$ cat src/rtl/svm_linear_seq.sv
// Sequential linear SVM scorer: one feature*weight product per cycle, biased by INTERCEPT,
// result wrapped or saturated to ACC_W bits and held under a valid/ready handshake.
//
// state | meaning
// IDLE  | waiting for an input vector, in_ready=1
// MAC   | accumulating feature[idx]*weight[idx], one term per cycle
// DONE  | result presented on out, out_valid=1 until out_ready
module svm_linear_seq #(
    parameter int                       NUM_FEAT  = 4,
    parameter int                       IN_W      = 4,
    parameter int                       W_W       = 8,
    parameter int                       ACC_W     = 13,
    parameter logic [NUM_FEAT*W_W-1:0]  WEIGHTS   = 32'h4949_B7B7,
    parameter int                       INTERCEPT = 1170,
    parameter bit                       SAT       = 1'b0
) (
    input  logic                     clk,
    input  logic                     rst,
    input  logic                     in_valid,
    output logic                     in_ready,
    input  logic [NUM_FEAT*IN_W-1:0] inp,
    output logic                     out_valid,
    input  logic                     out_ready,
    output logic [ACC_W-1:0]         out
);

    localparam int AW    = ACC_W + IN_W + W_W;
    localparam int IDX_W = (NUM_FEAT > 1) ? $clog2(NUM_FEAT) : 1;

    localparam logic signed [AW-1:0] BIAS    = AW'(INTERCEPT);
    localparam logic signed [AW-1:0] SAT_MAX = {{(AW-ACC_W+1){1'b0}}, {(ACC_W-1){1'b1}}};
    localparam logic signed [AW-1:0] SAT_MIN = {{(AW-ACC_W+1){1'b1}}, {(ACC_W-1){1'b0}}};
    localparam logic [IDX_W-1:0]     IDX_LAST = IDX_W'(NUM_FEAT - 1);

    typedef enum logic [1:0] {
        IDLE = 2'd0,
        MAC  = 2'd1,
        DONE = 2'd2
    } state_t;

    state_t                   state;
    state_t                   state_nxt;
    logic [NUM_FEAT*IN_W-1:0] feat_q;
    logic signed [AW-1:0]     acc;
    logic [IDX_W-1:0]         idx;
    logic [ACC_W-1:0]         out_q;

    logic                     load;
    logic                     mac_en;
    logic                     last;
    logic [IN_W-1:0]          feat;
    logic [W_W-1:0]           wgt;
    logic signed [AW-1:0]     feat_ext;
    logic signed [AW-1:0]     wgt_ext;
    logic signed [AW-1:0]     prod;
    logic signed [AW-1:0]     acc_sum;
    logic [ACC_W-1:0]         result;

    // state register
    always_ff @(posedge clk) begin
        if (rst) begin
            state <= IDLE;
        end else begin
            state <= state_nxt;
        end
    end

    // next-state logic
    always_comb begin
        state_nxt = state;
        case (state)
            IDLE:    if (in_valid)  state_nxt = MAC;
            MAC:     if (last)      state_nxt = DONE;
            DONE:    if (out_ready) state_nxt = IDLE;
            default:                state_nxt = IDLE;
        endcase
    end

    // output / control decode
    always_comb begin
        in_ready  = 1'b0;
        out_valid = 1'b0;
        mac_en    = 1'b0;
        case (state)
            IDLE:    in_ready  = 1'b1;
            MAC:     mac_en    = 1'b1;
            DONE:    out_valid = 1'b1;
            default: in_ready  = 1'b0;
        endcase
        load = in_ready & in_valid;
    end

    assign last = (idx == IDX_LAST);

    // Feature is unsigned, weight signed: widen both to the accumulator width before multiplying.
    assign feat     = feat_q[idx*IN_W +: IN_W];
    assign wgt      = WEIGHTS[idx*W_W +: W_W];
    assign feat_ext = $signed({{(AW-IN_W){1'b0}}, feat});
    assign wgt_ext  = $signed({{(AW-W_W){wgt[W_W-1]}}, wgt});
    assign prod     = feat_ext * wgt_ext;
    assign acc_sum  = acc + prod;

    always_comb begin
        result = acc_sum[ACC_W-1:0];
        if (SAT) begin
            if (acc_sum > SAT_MAX) begin
                result = SAT_MAX[ACC_W-1:0];
            end else if (acc_sum < SAT_MIN) begin
                result = SAT_MIN[ACC_W-1:0];
            end
        end
    end

    // The last add writes the converted sum straight into out_q so it is ready on entry to DONE.
    always_ff @(posedge clk) begin
        if (rst) begin
            feat_q <= '0;
            acc    <= '0;
            idx    <= '0;
            out_q  <= '0;
        end else if (load) begin
            feat_q <= inp;
            acc    <= BIAS;
            idx    <= '0;
        end else if (mac_en) begin
            acc <= acc_sum;
            idx <= last ? '0 : idx + IDX_W'(1);
            if (last) begin
                out_q <= result;
            end
        end
    end

    assign out = out_q;

endmodule

$ cat config.mk
export PLATFORM = sky130hd
export DESIGN_NAME = svm_linear_seq
export DESIGN_NICKNAME = d
export VERILOG_FILES = /design/src/rtl/svm_linear_seq.sv
export SDC_FILE = /design/constraint.sdc
export NUM_CORES = 1
export LEC_CHECK = 0
export CAP_MARGIN = 20
export CORE_MARGIN = 2
export CORE_UTILIZATION = 30
export CTS_CLUSTER_SIZE = 30
export DETAILED_ROUTE_END_ITERATION = 16
export PLACE_DENSITY_LB_ADDON = 0.1
export SYNTH_ARGS = -nofsm -noshare
export SYNTH_HDL_FRONTEND = slang
export SYNTH_SLANG_ARGS = --single-unit
$ cat constraint.sdc
create_clock -name clk -period 11.3 [get_ports clk]
set_input_delay 1.13 -clock clk [delete_from_list [all_inputs] [get_ports clk]]
set_output_delay 1.13 -clock clk [all_outputs]
set_load 0.01 [all_outputs]
==> key figures, run 1 <==
Placed design
  • Final HPWL from detailed placement: 6.57 mm
  • Weighted congestion reported at the end of routability-driven placement: 0.828
  • Number of port buffers: 34

Min path
  • End of the worst hold path: feat_q[8]
  • Start point of the worst hold path: feat_q[8]
  • Worst hold path stage count: 2
  • Type of the most critical hold path: flop to flop

Power
  • Total Power Consumption: 0.000501 W
  • Power density relative to cell area: 129 nW/um^2
  • Largest vdd supply drop: between 0.00005 and 0.00006 V
  • Leakage power summed over all cells: 1.68 nW

Clock network
  • Post-CTS resize count: 0
  • Quantity of hold-fixing buffers added after cts: 0
  • Clock tree from TritonCTS: yes
  • Master cell of the clock root buffer: sky130_fd_sc_hd__clkbuf_8
  • CTS clock-pin slew for the worst setup and hold paths: 100 ps
  • Clock tree buffer depth: 2
  • H-tree depth reported by CTS: 2
  • Setup Buffers After CTS: 0
  • Total clock sinks: 46
  • Worst-skew pair later-pin latency: 310 ps
  • Number of buffers inserted during clock tree synthesis: 5

Cells and area
  • Area added between synthesis and finish: 16.5%
  • Ant diodes: 0
  • NumNets Final: approximately 500
  • Most common cell after layout, fill and taps aside: sky130_fd_sc_hd__nand2_1
  • Commonest cells after routing, fill and taps aside: sky130_fd_sc_hd__nand2_1, sky130_fd_sc_hd__inv_1, sky130_fd_sc_hd__dfxtp_1
  • Fraction of final layout cells sized beyond drive strength 1: 0.0600

STA
  • Setup TNS: 0 ps
  • RSZ-0062 raised after global routing: no
  • Period utilization: 0.393
  • Transition time at the pin with the least slew margin: approximately 900 ps
  • Fin Clk Skew: ~15 ps
  • Rel. slew slack: 0.403
  • Endpoints failing setup: 0
  • Clock period minus worst slack: 4440 ps
  • Pins over their slew limit: 0
  • Peak clock frequency supported by timing: 0.225 GHz
  • Final Hold Vio Count: 0

Synth
  • Dominant cell type by area after synthesis: sky130_fd_sc_hd__dfxtp_1
  • Leading cell types by total area after synthesis: sky130_fd_sc_hd__dfxtp_1, sky130_fd_sc_hd__fa_1, sky130_fd_sc_hd__ha_1
  • Number of flip-flops and latches in the synthesized netlist: 46
  • Unique masters post-synth: 43
  • Proportion of register bits with asynchronous set or reset after synthesis: 0
  • Share of Yosys cell area claimed by the top area cell type: 0.277
  • Count of yosys warnings during synthesis: 0
  • Sequential-to-total area share from yosys stat: 0.277
  • Summed instance area of the synthesized netlist: 3320 sq um
  • Post-synth EDFFs: 0
  • Post-synthesis cell count: between 400 and 500
  • Mean instance size in the synthesized netlist: 8.17 sq um
  • Most frequently used flop master after synthesis: sky130_fd_sc_hd__dfxtp_1
  • Synthesized netlist net count: 476

Global route
  • GRT Resource Usage Total: 0.156
  • Initial antenna violation count: 0
  • Pin count of the biggest net entering global routing: slightly below 50
  • Leftover overflow at the end of global routing: 0
  • First-pass GRT wire length: about 14 mm
  • Vias in the first global route: 2,765

Setup path
  • Reg2Reg Capture Point: out[10]
  • R2R setup slack: 6860 ps
  • Data arrival time of the worst path: around 4600 ps
  • Max incr delay on CP: 630 ps
  • Worst Setup Path Type: flop to flop
  • Crit Reg-Reg Startpoint: idx[0]
  • Largest fanout on the critical path: 11
  • Worst path cell trace: mux2i_1 -> or2_2 -> inv_1 -> fa_1 -> fa_1 -> inv_1 -> fa_1 -> inv_1 -> ha_1 -> o21ai_0 -> o21bai_1 -> o311a_4 -> mux2i_1 -> o311ai_0
  • Crit. End Element: flop
  • Number of cells on the worst reg-to-reg path: 14
  • CP max-delay cell: sky130_fd_sc_hd__dfxtp_1
  • Type of element launching the critical path: flop
  • Data required, critical path: 11,460 ps

Drt
  • Drt pass-1 iters: 5
  • Routed vias: 2,740
  • Routed Wire Length: roughly 8.4 mm
  • Post-detailed-route via-to-cell ratio: ~4.8
  • Number of routed nets with antenna violations: 0
  • Wire per inst: 14.7 microns
  • Initial detailed-routing violation count: 116
  • # DRC: 0

Floorplan
  • Die Area: 11,900 sq um
  • Core Region: 10,800 sq um
  • Number of rows in the core area: 38
  • Initial Utilization: 0.307
  • Number of top-level design ports: 35
  • Horizontal die dimension: 109 microns
  • Chip height: between 100 and 150 microns

Outcome
  • Status: finished clean

Job
  • Number of max-cap violations: 0
## per-layer routing
layer,share of wire,wire [microns],up-vias,GRT usage
li1,-,-,1399,-
met1,0.53,4440,1292,0.230
met2,0.43,3660,42,0.243
met3,0.030,256,7,0.0233
met4,0.0083,70,0,0.0307
met5,0,0,-,0
## worst max-delay path by stage
stage,startpoint,end,slack (ps),depth (start not counted)
finish,idx[0],out[10],6860,14
floorplan,idx[0],out[10],7260,15
global placement,idx[0],out[11],6950,14
detailed placement,idx[0],out[10],6830,14
CTS,idx[0],out[10],6830,14
global route,idx[0],out[9],6430,14
## state kept, by name, summed over array words and instances, names as in the netlist
| register | flops |
|---|---|
| state | 2 |
| idx | 2 |
| acc | 13 |
| out | 13 |
| feat_q | 16 |
## report_power, final
part	internal (W)	total (W)	switching [W]
sequential	0.000171	0.000179	0.00000751
combinational	0.0000804	0.000208	0.000128
clock	0.0000508	0.000114	0.0000628
total	0.000303	0.000501	0.000198
## cell usage after synthesis (all sizes together) (2+ instances only)
library cell and instances:
dfxtp 46, buf 12, o21ai 12, mux2i 9, fa 22, o311ai 2, a32oi 2, o31ai 2
a31oi 3, or2 5, conb 2, nand3 8, a21oi 38, nor3 14, mux2 4, ha 27
a211oi 5, nand4 3, xor2 3, o21bai 3, or4 4, nor2 15, nor4b 4, nand2b 8
nand2 75, o21a 2, and2 3, inv 52, clkbuf 7, xnor2 6
## metrics by stage
| step | hold WS, ps | worst slack (ps) | std cells | util | area, sq um |
|---|---|---|---|---|---|
| floorplan | 433 | 7260 | 407 | - | 3320 |
| CTS | 464 | 6830 | 573 | 0.357 | 3870 |
| detailed placement | 447 | 6830 | 565 | 0.348 | 3780 |
| finish | 460 | 6860 | 573 | 0.357 | 3870 |
| global placement | 444 | 6950 | 565 | 0.348 | 3780 |
| global route | 480 | 6430 | 573 | 0.357 | 3870 |
## worst max-delay path, delay by kind of cell (launching register included)
family	cells	cell delay [ps]
adder cells (fa/ha/maj)	4	1850
multiplexers	2	270
AO/OA/AOI/OAI	4	880
AND/OR/NAND/NOR	1	360
buffers and inverters	3	320
flip-flops	1	630
## cell families (layout without fill, tap and decap cells)
logic type / Yosys count / after routing / synth area share
AND/OR/NAND/NOR: 143 / 143 / 0.200
AO/OA/AOI/OAI: 74 / 74 / 0.138
buffers and inverters: 71 / 97 / 0.0840
adder cells (fa/ha/maj): 49 / 49 / 0.234
flip-flops: 46 / 46 / 0.277
multiplexers: 13 / 13 / 0.0407
XOR/XNOR: 9 / 9 / 0.0237
other: 2 / 2 / 0.00226
## layout make-up
type | instances | area [sq um]
flip-flops and latches | 46 | 921
well taps | 140 | 175
inverters | 52 | 195
multi-input cells | 290 | 2130
clock buffers | 7 | 86.3
repair buffers | 37 | 358
fillers | 1165 | 6970
clock inverters | 1 | 8.76
Power figures use the tool's default switching activity.
==> run 2, diff against run 1 <==
==> constraint.sdc (replaced) <==
create_clock -name clk -period 3.69 [get_ports clk]
set_input_delay 0.369 -clock clk [delete_from_list [all_inputs] [get_ports clk]]
set_output_delay 0.369 -clock clk [all_outputs]
set_load 0.01 [all_outputs]
==> run 2 against run 1 <==
  * The flow now finishes with violations (negative setup slack)
  * Non-clock buffer count increased by 45
  * First-iteration DRC count grew 28%
  * Hold slack lost 4.0 ps
  * Cell count up 7.9%
  * Critical path depth stayed put
  * Die area unchanged
  * Largest power group unchanged
  * Sequential share of layout area is 3.3 points lower
  * Global-route usage rose by 1.0 points
  * Combinational power rose to 4.6 times the previous value
==> key figures, run 2 (synthesis gave the netlist of run 1 again) <==
Cells and area
  • Commonest cells after routing, fill and taps aside: sky130_fd_sc_hd__nand2_1, sky130_fd_sc_hd__inv_1, sky130_fd_sc_hd__buf_4
  • Most common cell after layout, fill and taps aside: sky130_fd_sc_hd__nand2_1
  • Max FFs per register: 16
  • Largest register by flop count: feat_q
  • Final Non-Filler Cells: about 600
  • Fraction of final layout cells sized beyond drive strength 1: 0.234
  • NumNets Final: 546
  • Layout Utilization: 0.416
  • Area added between synthesis and finish: 35.5%
  • Ant diodes: 0

Clock network
  • Total clock sinks: 46
  • Worst-skew pair later-pin latency: 310 ps
  • Clock tree from TritonCTS: yes
  • H-tree depth reported by CTS: 2
  • Quantity of hold-fixing buffers added after cts: 0
  • Clock tree buffer depth: 2
  • Number of buffers inserted during clock tree synthesis: 5
  • CTS clock-pin slew for the worst setup and hold paths: 90 ps
  • Master cell of the clock root buffer: sky130_fd_sc_hd__clkbuf_8

Placed design
  • Weighted congestion reported at the end of routability-driven placement: 0.783
  • Final HPWL from detailed placement: a little under 7 mm
  • Post-Place Setup Slack: -242 ps
  • Number of port buffers: 34
  • Number of placed cells counting well taps: 598

Min path
  • End of the worst hold path: feat_q[15]
  • Type of the most critical hold path: flop to flop
  • Worst hold path stage count: 2
  • Start point of the worst hold path: feat_q[15]

Global route
  • Leftover overflow at the end of global routing: 0
  • Vias in the first global route: between 2,000 and 3,000
  • Initial antenna violation count: 0
  • First-pass GRT wire length: 15.3 mm
  • GRT Resource Usage Total: 0.166
  • Pin count of the biggest net entering global routing: 28

Setup path
  • Number of cells on the worst reg-to-reg path: 14
  • Data arrival time of the worst path: 3970 ps
  • Data required, critical path: just under 4000 ps
  • Crit Reg-Reg Startpoint: idx[0]
  • R2R setup slack: -20 ps
  • Worst Setup Path Type: flop to flop
  • Crit. End Element: flop
  • Largest fanout on the critical path: 5
  • Type of element launching the critical path: flop
  • Reg2Reg Capture Point: out[9]

Floorplan
  • Initial Utilization: 0.307
  • Number of top-level design ports: 35
  • Chip height: 109 microns
  • Number of rows in the core area: 38
  • Horizontal die dimension: 109 microns
  • Core Region: 10,800 sq um
  • Die Area: between 10,000 and 15,000 sq um

Power
  • Leakage power summed over all cells: ~1.9 nW
  • Power density relative to cell area: 406 nW/um^2
  • Largest vdd supply drop: 0.000203 V
  • Total Power Consumption: roughly 0.0018 W

Drt
  • Post-detailed-route via-to-cell ratio: 4.70
  • Routed Wire Length: 9.10 mm
  • Wire per inst: roughly 15 microns
  • Initial detailed-routing violation count: 148
  • Routed vias: around 2,900
  • Number of routed nets with antenna violations: 0
  • Drt pass-1 iters: 4
  • # DRC: 0

STA
  • Endpoints failing setup: 3
  • Pins over their slew limit: 0
  • Rel. slew slack: 0.339
  • Setup WS post-layout: -24.4 ps
  • Peak clock frequency supported by timing: 0.269 GHz
  • Transition time at the pin with the least slew margin: 992 ps
  • Clock period minus worst slack: 3710 ps
  • Period utilization: 1.01
  • Hold WS: 456 ps
  • Final Hold Vio Count: 0
  • Fin Clk Skew: 12.2 ps
  • RSZ-0062 raised after global routing: yes

Outcome
  • Violated checks: negative setup slack
  • Status: finished, violations left

Job
  • Number of max-cap violations: 0
[run 2: changes by cell type in the layout (fill, tap and decap cells not counted), moves of 4 or more]
cell and change:
sky130_fd_sc_hd__inv_2 +4, sky130_fd_sc_hd__inv_1 -6, sky130_fd_sc_hd__o21ai_0 -5, sky130_fd_sc_hd__a21oi_1 -4, sky130_fd_sc_hd__or2_4 +4, sky130_fd_sc_hd__nand2_1 -4
sky130_fd_sc_hd__buf_4 +43, sky130_fd_sc_hd__or2_2 -4, sky130_fd_sc_hd__ha_1 -13, sky130_fd_sc_hd__ha_4 +11
[run 2: worst max path at each step]
stage	cells after the start	startpoint	endpoint
after CTS	14	idx[0]	out[10]
after global routing	14	idx[0]	acc[9]
after detailed placement	14	idx[0]	acc[7]
final	14	idx[0]	out[9]
after global placement	15	idx[0]	acc[7]
after floorplan	16	idx[0]	out[10]
[run 2: power by group]
group	internal (W)	total, W	switching [W]
Sequential	0.000525	0.000548	0.0000237
Combinational	0.000454	0.000950	0.000496
Clock	0.000134	0.000329	0.000195
Total	0.00111	0.00183	0.000715
[run 2: area by class of cell]
cell class              count  area (sq um)
fillers                  1148          6340
multi-input cells         290          2410
flip-flops and latches     46           925
repair buffers             82           708
inverters                  52           203
well taps                 140           175
clock buffers               5          68.8
clock inverters             3          18.8
[run 2: repair_timing]
action / 4_1_cts / 5_1_grt
setup endpoints to repair: 15 / 16
buffers inserted: 8 / 4
endpoints found under the hold margin: 0 / 0
pin swaps: 21 / 21
gates resized for setup: 35 / 22
[run 2: routing by layer]
layer,part of all wire,vias up,wire length (microns),track usage
met5,0,-,0,0
met4,0.0063,0,57,0.0325
met3,0.024,4,218,0.0275
met2,0.45,36,4060,0.261
met1,0.52,1382,4760,0.242
li1,-,1484,-,-
[run 2: critical path, cell delays in order (launching register included)]
cell	delay (ps)
sky130_fd_sc_hd__dfxtp_4	390
sky130_fd_sc_hd__mux2i_2	220
sky130_fd_sc_hd__or2_4	210
sky130_fd_sc_hd__inv_6	50
sky130_fd_sc_hd__fa_1	460
sky130_fd_sc_hd__fa_1	500
sky130_fd_sc_hd__inv_1	50
sky130_fd_sc_hd__fa_1	500
sky130_fd_sc_hd__inv_2	50
sky130_fd_sc_hd__ha_4	300
sky130_fd_sc_hd__nand2_4	60
sky130_fd_sc_hd__o21ai_4	190
sky130_fd_sc_hd__a41oi_2	180
sky130_fd_sc_hd__or4_1	420
sky130_fd_sc_hd__nand3_1	90
[run 2: through the flow]
| step | setup TNS, ps | instance area, sq um |
|---|---|---|
| after floorplan | -3.50 | 3370 |
| after global placement | -1850 | 4070 |
| after detailed placement | -2410 | 4070 |
| after CTS | -489 | 4360 |
| after global routing | -1540 | 4500 |
| final | -62.8 | 4500 |
